<file path="src/rtl/riscv_pkg.sv">
// rtl/riscv_pkg.sv - shared encodings for the memory arbiter and core blocks
package riscv_pkg;

    // Arbiter FSM states
    typedef enum logic [1:0] {
        IDLE   = 2'd0,
        ACCESS = 2'd1,
        WAIT   = 2'd2,
        DONE   = 2'd3
    } state_t;

    // Owner of the access currently in flight
    typedef enum logic {
        FETCH = 1'b0,
        DATA  = 1'b1
    } owner_t;

    // Default memory read latency in cycles from mem_en to mem_rdata
    localparam int MEM_LAT_DEFAULT = 2;

endpackage

</file>
<file path="src/rtl/arb_rr2.sv">
// rtl/arb_rr2.sv - two-input round-robin winner select
module arb_rr2
    import riscv_pkg::*;
(
    input  logic   req_fetch,
    input  logic   req_data,
    input  owner_t last_grant,
    output owner_t winner
);

    // A lone requester wins; on a tie the side that did not go last wins
    always_comb begin
        winner = FETCH;
        if (req_data && (!req_fetch || last_grant == FETCH)) begin
            winner = DATA;
        end
    end

endmodule

</file>
<file path="src/rtl/mem_arbiter.sv">
// rtl/mem_arbiter.sv - fetch/data arbiter onto a single-port fixed-latency memory
module mem_arbiter
    import riscv_pkg::*;
#(
    parameter int MEM_LAT = MEM_LAT_DEFAULT,
    parameter int XLEN    = 32
) (
    input  logic            clk,
    input  logic            rst,
    input  logic            if_req,
    input  logic [XLEN-1:0] if_addr,
    output logic            if_ack,
    output logic [XLEN-1:0] if_rdata,
    input  logic            d_req,
    input  logic            d_we,
    input  logic [XLEN-1:0] d_addr,
    input  logic [XLEN-1:0] d_wdata,
    output logic            d_ack,
    output logic [XLEN-1:0] d_rdata,
    output logic            mem_en,
    output logic            mem_we,
    output logic [XLEN-1:0] mem_addr,
    output logic [XLEN-1:0] mem_wdata,
    input  logic [XLEN-1:0] mem_rdata,
    output logic            busy
);

    state_t     state_q;
    state_t     state_d;
    owner_t     owner_q;
    owner_t     last_grant_q;
    owner_t     winner;
    logic       we_q;
    logic [3:0] cnt_q;
    logic       grant;

    arb_rr2 u_arb (
        .req_fetch  (if_req),
        .req_data   (d_req),
        .last_grant (last_grant_q),
        .winner     (winner)
    );

    // The ack cycle is a turnaround: the finishing requester is still
    // withdrawing its request, so no new grant is taken while an ack is out.
    assign grant  = (state_q == IDLE) && (if_req || d_req) && !if_ack && !d_ack;
    assign mem_en = (state_q == ACCESS);
    assign mem_we = (state_q == ACCESS) && we_q;
    assign busy   = (state_q != IDLE);

    // State register
    always_ff @(posedge clk or posedge rst) begin
        if (rst) begin
            state_q <= IDLE;
        end else begin
            state_q <= state_d;
        end
    end

    // Next-state logic
    always_comb begin
        state_d = state_q;
        case (state_q)
            IDLE:    if (grant) state_d = ACCESS;
            ACCESS:  state_d = (MEM_LAT > 1) ? WAIT : DONE;
            WAIT:    if (cnt_q == 4'd1) state_d = DONE;
            DONE:    state_d = IDLE;
            default: state_d = IDLE;
        endcase
    end

    // Request latch, latency counter, read-data capture and ack pulses
    always_ff @(posedge clk or posedge rst) begin
        if (rst) begin
            owner_q      <= FETCH;
            last_grant_q <= DATA;
            we_q         <= 1'b0;
            cnt_q        <= 4'd0;
            mem_addr     <= '0;
            mem_wdata    <= '0;
            if_rdata     <= '0;
            d_rdata      <= '0;
            if_ack       <= 1'b0;
            d_ack        <= 1'b0;
        end else begin
            if_ack <= 1'b0;
            d_ack  <= 1'b0;
            case (state_q)
                IDLE: begin
                    if (grant) begin
                        owner_q  <= winner;
                        we_q     <= (winner == DATA) && d_we;
                        mem_addr <= (winner == DATA) ? d_addr : if_addr;
                        if (winner == DATA) begin
                            mem_wdata <= d_wdata;
                        end
                    end
                end
                ACCESS: begin
                    if (MEM_LAT > 1) begin
                        cnt_q <= 4'(MEM_LAT - 1);
                    end
                end
                WAIT: begin
                    cnt_q <= cnt_q - 4'd1;
                end
                DONE: begin
                    last_grant_q <= owner_q;
                    if (owner_q == FETCH) begin
                        if_rdata <= mem_rdata;
                        if_ack   <= 1'b1;
                    end else begin
                        d_rdata <= mem_rdata;
                        d_ack   <= 1'b1;
                    end
                end
                default: ;
            endcase
        end
    end

endmodule

</file>
<file path="config.mk">
export PLATFORM = sky130hd
export DESIGN_NAME = mem_arbiter
export DESIGN_NICKNAME = d
export VERILOG_FILES = /design/src/rtl/riscv_pkg.sv /design/src/rtl/arb_rr2.sv /design/src/rtl/mem_arbiter.sv
export SDC_FILE = /design/constraint.sdc
export NUM_CORES = 1
export LEC_CHECK = 0
export ABC_AREA = 1
export CAP_MARGIN = 0
export CORE_MARGIN = 2
export CORE_UTILIZATION = 37
export CTS_CLUSTER_DIAMETER = 60
export DETAILED_ROUTE_END_ITERATION = 8
export GPL_ROUTABILITY_DRIVEN = 1
export PLACE_DENSITY = 0.76
export SLEW_MARGIN = 0
export SYNTH_ARGS = -nofsm -noshare
export SYNTH_HDL_FRONTEND = slang
export SYNTH_HIERARCHICAL = 1
export SYNTH_SLANG_ARGS = --single-unit
</file>
<file path="constraint.sdc">
create_clock -name clk -period 5.2 [get_ports clk]
set_input_delay 1.3 -clock clk [delete_from_list [all_inputs] [get_ports clk]]
set_output_delay 1.3 -clock clk [all_outputs]
set_load 0.05 [all_outputs]
</file>
==> results of run 1 <==
[registers in the layout, summed over array words and instances, names as in the netlist]
| register | cells |
|---|---|
| cnt_q | 4 |
| we_q | 1 |
| d_ack | 1 |
| d_rdata | 32 |
| last_grant_q | 1 |
| state_q | 2 |
| mem_wdata | 32 |
| if_ack | 1 |
| mem_addr | 32 |
| owner_q | 1 |
| if_rdata | 32 |
[layout make-up]
class | instances | area share
Clock buffer | 21 | 0.0508
Clock inverter | 10 | 0.0210
Inverter | 51 | 0.0217
Multi-Input combinational cell | 367 | 0.201
Sequential cell | 139 | 0.384
Tap cell | 188 | 0.0260
Timing Repair Buffer | 269 | 0.296
[worst paths after layout]
path	start	end	slack (ns)	depth (start not counted)
max	state_q[0]	busy	1.86	4
min	mem_wdata[18]	mem_wdata[18]	0.48	2
max reg2reg	state_q[0]	mem_wdata[11]	2.92	8
min reg2reg	mem_wdata[18]	mem_wdata[18]	0.48	2
max in group asynchronous	rst	mem_wdata[7]	2.87	3
min in group asynchronous	rst	if_rdata[7]	1.43	2
[power by group]
| part | total, uW | leakage [uW] | internal, uW | switching (uW) |
|---|---|---|---|---|
| Sequential | 1890 | 0.00172 | 1610 | 284 |
| Clock | 1330 | 0.000317 | 877 | 448 |
| Combinational | 3840 | 0.00229 | 1230 | 2610 |
[layout by cell type (no fill, tap or decap), drive strengths merged]
cell type      count
inv               51
buf                4
nand4              1
a21oi              3
ha                 7
or2                1
mux2i             32
dfstp              1
clkbuf            21
bufinv             5
clkdlybuf4s50    265
nand3              4
o21ai            100
nand2            212
clkinv             5
dfrtp            138
nor2               7
[kinds of logic after synthesis]
family                     synth area share
and+or+nand+nor                       0.156
AOI/OAI and AO/OA                    0.0917
DFF                                   0.614
buffers and inverters                0.0663
muxes                                0.0566
adders and majority gates            0.0155
[layer usage]
layer  part of all wire  vias to the layer above  global-route usage
met5                  0                        -                   0
met4              0.021                        0              0.0718
met3               0.12                       20              0.0893
met2               0.46                      208               0.306
met1               0.40                     2186               0.214
li1                   -                     2367                   -
[worst max-delay path, delay by kind of cell, from the launching register on]
kind | cells | cell delay, ns
buffers and inverters | 3 | 0.99
adder cells (fa/ha/maj) | 1 | 0.24
flip-flops | 1 | 0.41
[metrics by stage]
step           hold WS [ns]  area, um^2  cells
3_5_place_dp          0.465        8410   1014
2_1_floorplan         0.446        5660    587
6_report              0.477        9060   1045
4_1_cts               0.480        9060   1045
3_3_place_gp          0.462        8410   1014
5_1_grt               0.497        9060   1045
==> results.yml, run 1 <==
routing:
  postRouteAntennaNets: 0
  drcViolationCount: 0
  detail_route.first_pass.iterations: 4
  vias_per_cell: 4.58
  drtIter0Drc: 145
  vias: 4781
  wl_per_cell_um: 14.7
  drt_wl_total_um: 15300
floorplanning:
  die_w_um: 128
  ios: 266
  initial_core_util: 0.375
  rows: 45
  die_h_um: 128
  dieArea_mm2: 0.0163
  coreArea_mm2: 0.0151
setup_path:
  crit_path_start_kind: "flop"
  slowest_delay_ns: 0.80
  path_max_fanout: 4
  worstPathArrival_ns: 2.04
  crit_slowest_cell: "clkdlybuf4s50_1"
  path_class: "reg2out"
  cp-end-kind: "primary output"
  worstPathRequired_ns: 3.90
  crit_chain: "inv_1 -> ha_1 -> inv_2 -> clkdlybuf4s50_1"
sta:
  setup_viol: 0
  fin_crit_ns: 3.34
  skew_ns: 0.00547
  finalCritPeriodShare: 0.643
  maxSlewViolCount: 0
  clock.fmax_ghz: 0.299
  rsz0062_at_grt: "false"
  finalHoldViolCount: 0
  tightest_slew_ns: 1.01
  slew_headroom: 0.322
  setup-tns-final_ns: 0
  worst_slack_ns: 1.86
clock_network:
  cts_resized: 0
  clkTransAtPathRegs_ns: 0.05
  clkSinkCount: 139
  cts-buffers-inserted: 17
  clk_latency_ns: 0.40
  clockBufferDepth: 2
  cts_root_buf: "clkbuf_16"
  cts_tree: "built"
  htree_levels: 4
  postCtsSetupBuffers: 0
  cts_hold_buffers: 0
placed_design:
  dp_hpwl_um: 11000
  portBuffers: 265
  routabilityCongestion: 0.789
  place_ws_ns: 1.76
cells_and_area:
  multiInputGateArea_mm2: 0.00182
  n_fill_cell: 1318
  area_growth_pct: 60.0
  fin_util: 0.601
  seqCellArea_mm2: 0.00348
  diodes: 0
  nets: 985
  drive_above_1_share: 0.0513
flow_run:
  drv_cap: 0
synthesis:
  synth_seq_cells: 139
  netlist_instances: 587
  yosysTopAreaCell: "dfrtp_1"
  ys_types: 22
  synthTopCellsByCount: "nand2_1 (212), dfrtp_1 (138), o21ai_0 (86)"
  ys_seq_area_frac: 0.614
  syn_area_per_cell_um2: 9.65
  synth_edf_count: 0
  synth_most_common_cell: "nand2_1"
  synthArstFlopShare: 1.00
  ys_warn_count: 6
  synth_fp_nets: 727
  ys.flop_type: "dfrtp_1"
  syn_area_mm2: 0.00566
  synthTopCellsByArea: "dfrtp_1 (61%), nand2_1 (14%), o21ai_0 (7.6%), mux2i_1 (5.7%), inv_1 (3.2%)"
  synth_top_area_frac: 0.610
global_route:
  gr-usage-all-layers: 0.188
  grt-ovfl-total: 0
  first_global_vias: 4777
  grt_max_degree: 90
  grt_pass1_wl_um: 23800
  antenna_found_initial: 0
worst_hold_path:
  min_path_type: "reg2reg"
pwr:
  p_leak_uw: 0.00432
  max-vdd-ir-drop_uv: 429
  cellPowerDensity_mw_per_mm2: 779
  total_power_uw: 7060
run_status:
  outcome: "finished clean"
(Power assumes the default switching activity.)
==> run 2, diff against run 1 <==
- CORE_UTILIZATION: 37 -> 41
- PLACE_DENSITY: 0.76 -> 0.8
- clock period: 5.2 -> 3.5 ns (I/O delays scaled with it)
==> results.yml, run 2 (synthesis results as in run 1) <==
placed_design:
  postPlaceCellArea_mm2: 0.00844
  portBuffers: 265
  dp_hpwl_um: 11200
  routabilityCongestion: 0.769
cells_and_area:
  n_fill_cell: 1068
  area_growth_pct: 59.6
  design_area_mm2: 0.00904
  diodes: 0
  drive_above_1_share: 0.0501
  final_cell_mix: "clkdlybuf4s50_1 (265), nand2_1 (211), dfrtp_1 (138), o21ai_0 (86), inv_1 (47)"
  nets: 986
  mostFrequentLayoutCell: "clkdlybuf4s50_1"
clock_network:
  cts_root_buf: "clkbuf_16"
  cts_tree: "built"
  clkSinkCount: 139
  htree_levels: 4
  postCtsSetupBuffers: 0
  clockBufferDepth: 2
  cts_resized: 0
  cts-buffers-inserted: 17
  cts_hold_buffers: 0
  clkTransAtPathRegs_ns: 0.06
  clk_latency_ns: 0.41
pwr:
  cellPowerDensity_mw_per_mm2: 1150
  max-vdd-ir-drop_uv: 671
  pwr-share-seq: 0.272
  p_switching_uw: 4970
  p_leak_uw: 0.00431
  swShare: 0.478
  power_frac_comb: 0.553
  intPower_uw: 5420
  p_clk_frac: 0.174
setup_path:
  slowest_delay_ns: 0.80
  path_delay_family: "buffers and inverters"
  cp_num_buf_inv: 3
  crit_slowest_cell: "clkdlybuf4s50_1"
  worstPathRequired_ns: 2.62
  path_max_fanout: 4
  crit_path_start_kind: "flop"
  crit_chain: "inv_1 -> ha_1 -> inv_2 -> clkdlybuf4s50_1"
  worstPathArrival_ns: 2.02
  cp-end-kind: "primary output"
  path_class: "reg2out"
sta:
  setup-tns-final_ns: 0
  maxSlewViolCount: 0
  slew_headroom: 0.316
  rsz0062_at_grt: "false"
  tightest_slew_ns: 1.02
  finalHoldViolCount: 0
  finalCritPeriodShare: 0.829
  setup_viol: 0
  clock.fmax_ghz: 0.345
  fin_crit_ns: 2.90
  skew_ns: 0.00627
routing:
  met1_length_um: 6150
  top_layer: "met4"
  vias_per_cell: 4.65
  drtIter0Drc: 318
  drcViolationCount: 0
  dr_wl_met3_um: 1570
  met2_length_um: 7430
  drt_wl_total_um: 15400
  postRouteAntennaNets: 0
  wl_per_cell_um: 14.8
  vias: 4808
  detail_route.first_pass.iterations: 4
run_status:
  outcome: "finished clean"
floorplanning:
  die_w_um: 122
  ios: 266
  die_h_um: 122
  dieArea_mm2: 0.0148
  initial_core_util: 0.424
  coreArea_mm2: 0.0133
  rows: 42
global_route:
  grt-ovfl-total: 0
  grt_max_degree: 67
  gr-usage-all-layers: 0.210
  first_global_vias: 4646
  antenna_found_initial: 0
  grt_pass1_wl_um: 23800
worst_hold_path:
  min_path_type: "reg2reg"
flow_run:
  drv_cap: 0
## run 2: changes by cell type in the layout (fill, tap and decap cells not counted), sizes merged
| cell | previous run | this run |
|---|---|---|
| buf | 4 | 5 |
| bufinv | 5 | 3 |
| clkbuf | 21 | 25 |
| clkinv | 5 | 3 |
| clkinvlp | 0 | 2 |
| inv | 51 | 50 |
## run 2: cell type report
class,instances,area (um^2),area share
Clock buffer,25,485,0.0537
Clock inverter,7,113,0.0125
Inverter,51,195,0.0216
Multi-Input combinational cell,367,1820,0.201
Sequential cell,139,3480,0.385
Tap cell,176,220,0.0244
Timing Repair Buffer,270,2730,0.302
## run 2: through the flow
step,setup slack (ns),instances,power (uW),utilization,hold slack (ns)
finish,0.600,1035,10400,0.677,0.477
global placement,0.931,1003,8520,0.632,0.461
floorplan,0.891,587,6630,-,0.446
detailed placement,0.891,1003,8610,0.632,0.464
global route,0.503,1035,11000,0.677,0.494
CTS,0.572,1035,10500,0.677,0.479
## run 2: routing by layer
layer / vias up / GRT usage
met1: 2226 / 0.252
met4: 0 / 0.0797
met3: 19 / 0.0810
li1: 2375 / -
met5: - / 0
met2: 188 / 0.344
## run 2: worst register-to-register path, cell delays in order, from the launching register on
cell,delay (ns)
dfrtp_1,0.42
inv_1,0.12
ha_1,0.19
inv_2,0.06
nor2_4,0.11
nand3_2,0.36
buf_12,0.34
nand2_1,0.08
o21ai_0,0.08
## run 2: power groups by stage
| stage | Sequential (uW) | Combinational [uW] | Clock (uW) |
|---|---|---|---|
| 6_report | 2830 | 5740 | 1810 |
| 5_1_grt | 2910 | 6100 | 1940 |
| 4_1_cts | 2830 | 5790 | 1850 |
| 3_5_place_dp | 2830 | 5780 | 0 |
| 3_3_place_gp | 2820 | 5700 | 0 |
| 2_1_floorplan | 5300 | 1330 | 0 |
## run 2: path summary, 6_finish.rpt
check | startpoint | endpoint | slack (ns) | cells after the start
max in group asynchronous | rst | last_grant_q | 1.97 | 3
min in group asynchronous | rst | mem_wdata[7] | 0.84 | 2
max reg2reg | state_q[0] | mem_addr[18] | 1.62 | 8
max | state_q[0] | busy | 0.60 | 4
min | mem_wdata[21] | mem_wdata[21] | 0.48 | 2
min reg2reg | mem_wdata[21] | mem_wdata[21] | 0.48 | 2
==> run 3, diff against run 2 <==
- clock period: 3.5 -> 2.7 ns (I/O delays scaled with it)
==> results.yml, run 3 (synthesis results as in run 1) <==
routing:
  postRouteAntennaNets: 0
  detail_route.first_pass.iterations: 4
  vias_per_cell: 4.69
  drtIter0Drc: 423
  vias: 4863
  drt_wl_total_um: 15600
  wl_per_cell_um: 15.0
  drcViolationCount: 0
sta:
  finalCritPeriodShare: 0.958
  fin_crit_ns: 2.59
  setup-tns-final_ns: 0
  tightest_slew_ns: 0.579
  skew_ns: 0.00926
  setup_viol: 0
  finalHoldViolCount: 0
  maxSlewViolCount: 0
  clock.fmax_ghz: 0.387
  rsz0062_at_grt: "false"
  slew_headroom: 0.614
cells_and_area:
  diodes: 0
  area_growth_pct: 60.7
  fin_util: 0.682
  final_cell_mix: "clkdlybuf4s50_1 (263), nand2_1 (211), dfrtp_1 (138), o21ai_0 (86), inv_1 (47)"
  mostFrequentLayoutCell: "clkdlybuf4s50_1"
  nets: 988
  design_area_mm2: 0.00910
  finalNonFillerCells: 1037
  drive_above_1_share: 0.0534
clock_network:
  clockBufferDepth: 2
  cts_hold_buffers: 0
  cts-buffers-inserted: 17
  clkSinkCount: 139
  cts_tree: "built"
  htree_levels: 4
  clkTransAtPathRegs_ns: 0.05
  postCtsSetupBuffers: 0
  clk_latency_ns: 0.41
  cts_root_buf: "clkbuf_16"
  cts_resized: 2
setup_path:
  r2r-start: "state_q[0]"
  crit_path_start_kind: "flop"
  worstSetupStartpoint: "state_q[1]"
  cp-end-kind: "primary output"
  path_max_fanout: 4
  worstPathRequired_ns: 2.03
  worstPathArrival_ns: 1.91
  path_class: "reg2out"
global_route:
  grt_max_degree: 76
  grt_pass1_wl_um: 24600
  antenna_found_initial: 0
  first_global_vias: 4874
  gr-usage-all-layers: 0.218
  grt-ovfl-total: 0
run_status:
  outcome: "finished clean"
floorplanning:
  rows: 42
  initial_core_util: 0.424
  ios: 266
  dieArea_mm2: 0.0148
  die_h_um: 122
  coreArea_mm2: 0.0133
  die_w_um: 122
worst_hold_path:
  hp-start: "mem_wdata[18]"
  min_path_type: "reg2reg"
placed_design:
  dp_hpwl_um: 11100
  routabilityCongestion: 0.822
  postPlaceCellArea_mm2: 0.00846
  dp_cells: 1005
  portBuffers: 265
pwr:
  p_leak_uw: 0.00434
  cellPowerDensity_mw_per_mm2: 1500
  max-vdd-ir-drop_uv: 952
flow_run:
  drv_cap: 0
-- run 3: cell count changes in the layout (fill, tap and decap cells not counted), sizes merged --
cell	before	now
clkdlybuf4s50	265	263
bufinv	3	4
dlygate4sd2	0	2
clkbuf	25	27
clkinv	3	0
buf	5	7
-- run 3: final timing paths --
path	slack (ns)	to	cells past startpoint
max in group asynchronous	1.57	last_grant_q	3
min in group asynchronous	0.75	mem_wdata[20]	3
worst min register to register	0.48	mem_wdata[18]	2
worst min-delay path	0.48	mem_wdata[18]	2
worst max-delay path	0.11	mem_en	3
worst max register to register	0.94	mem_addr[7]	7
-- run 3: layout make-up --
cell class | count | area (um^2)
clock buffer | 27 | 523
clock inverter | 5 | 128
fill | 1066 | 4240
inverter | 51 | 195
multi-input combinational | 367 | 1820
sequential | 139 | 3480
tap | 176 | 220
timing repair buffer | 272 | 2740
-- run 3: worst max-delay path, stage by stage, from the launching register on --
cell,delay (ns)
dfrtp_1,0.41
inv_1,0.12
ha_1,0.17
clkdlybuf4s50_1,0.81
-- run 3: report_power, final --
part           total, uW  leakage, uW  switching [uW]  internal, uW
Sequential          3660      0.00172             555          3100
Clock               2520     0.000314             824          1700
Combinational       7470      0.00231            5090          2380
-- run 3: routing by layer --
layer,vias up,global-route usage,share of wire
met3,36,0.0946,0.11
met4,0,0.102,0.032
met1,2245,0.256,0.39
met5,-,0,0
li1,2370,-,-
met2,212,0.348,0.48
-- run 3: metrics by stage --
stage | total power (uW) | hold slack [ns] | setup WS (ns)
6_report | 13600 | 0.477 | 0.113
5_1_grt | 14400 | 0.493 | 0.0254
4_1_cts | 13800 | 0.479 | 0.0753
3_5_place_dp | 11200 | 0.464 | 0.417
3_3_place_gp | 11000 | 0.461 | 0.459
2_1_floorplan | 8590 | 0.446 | 0.291
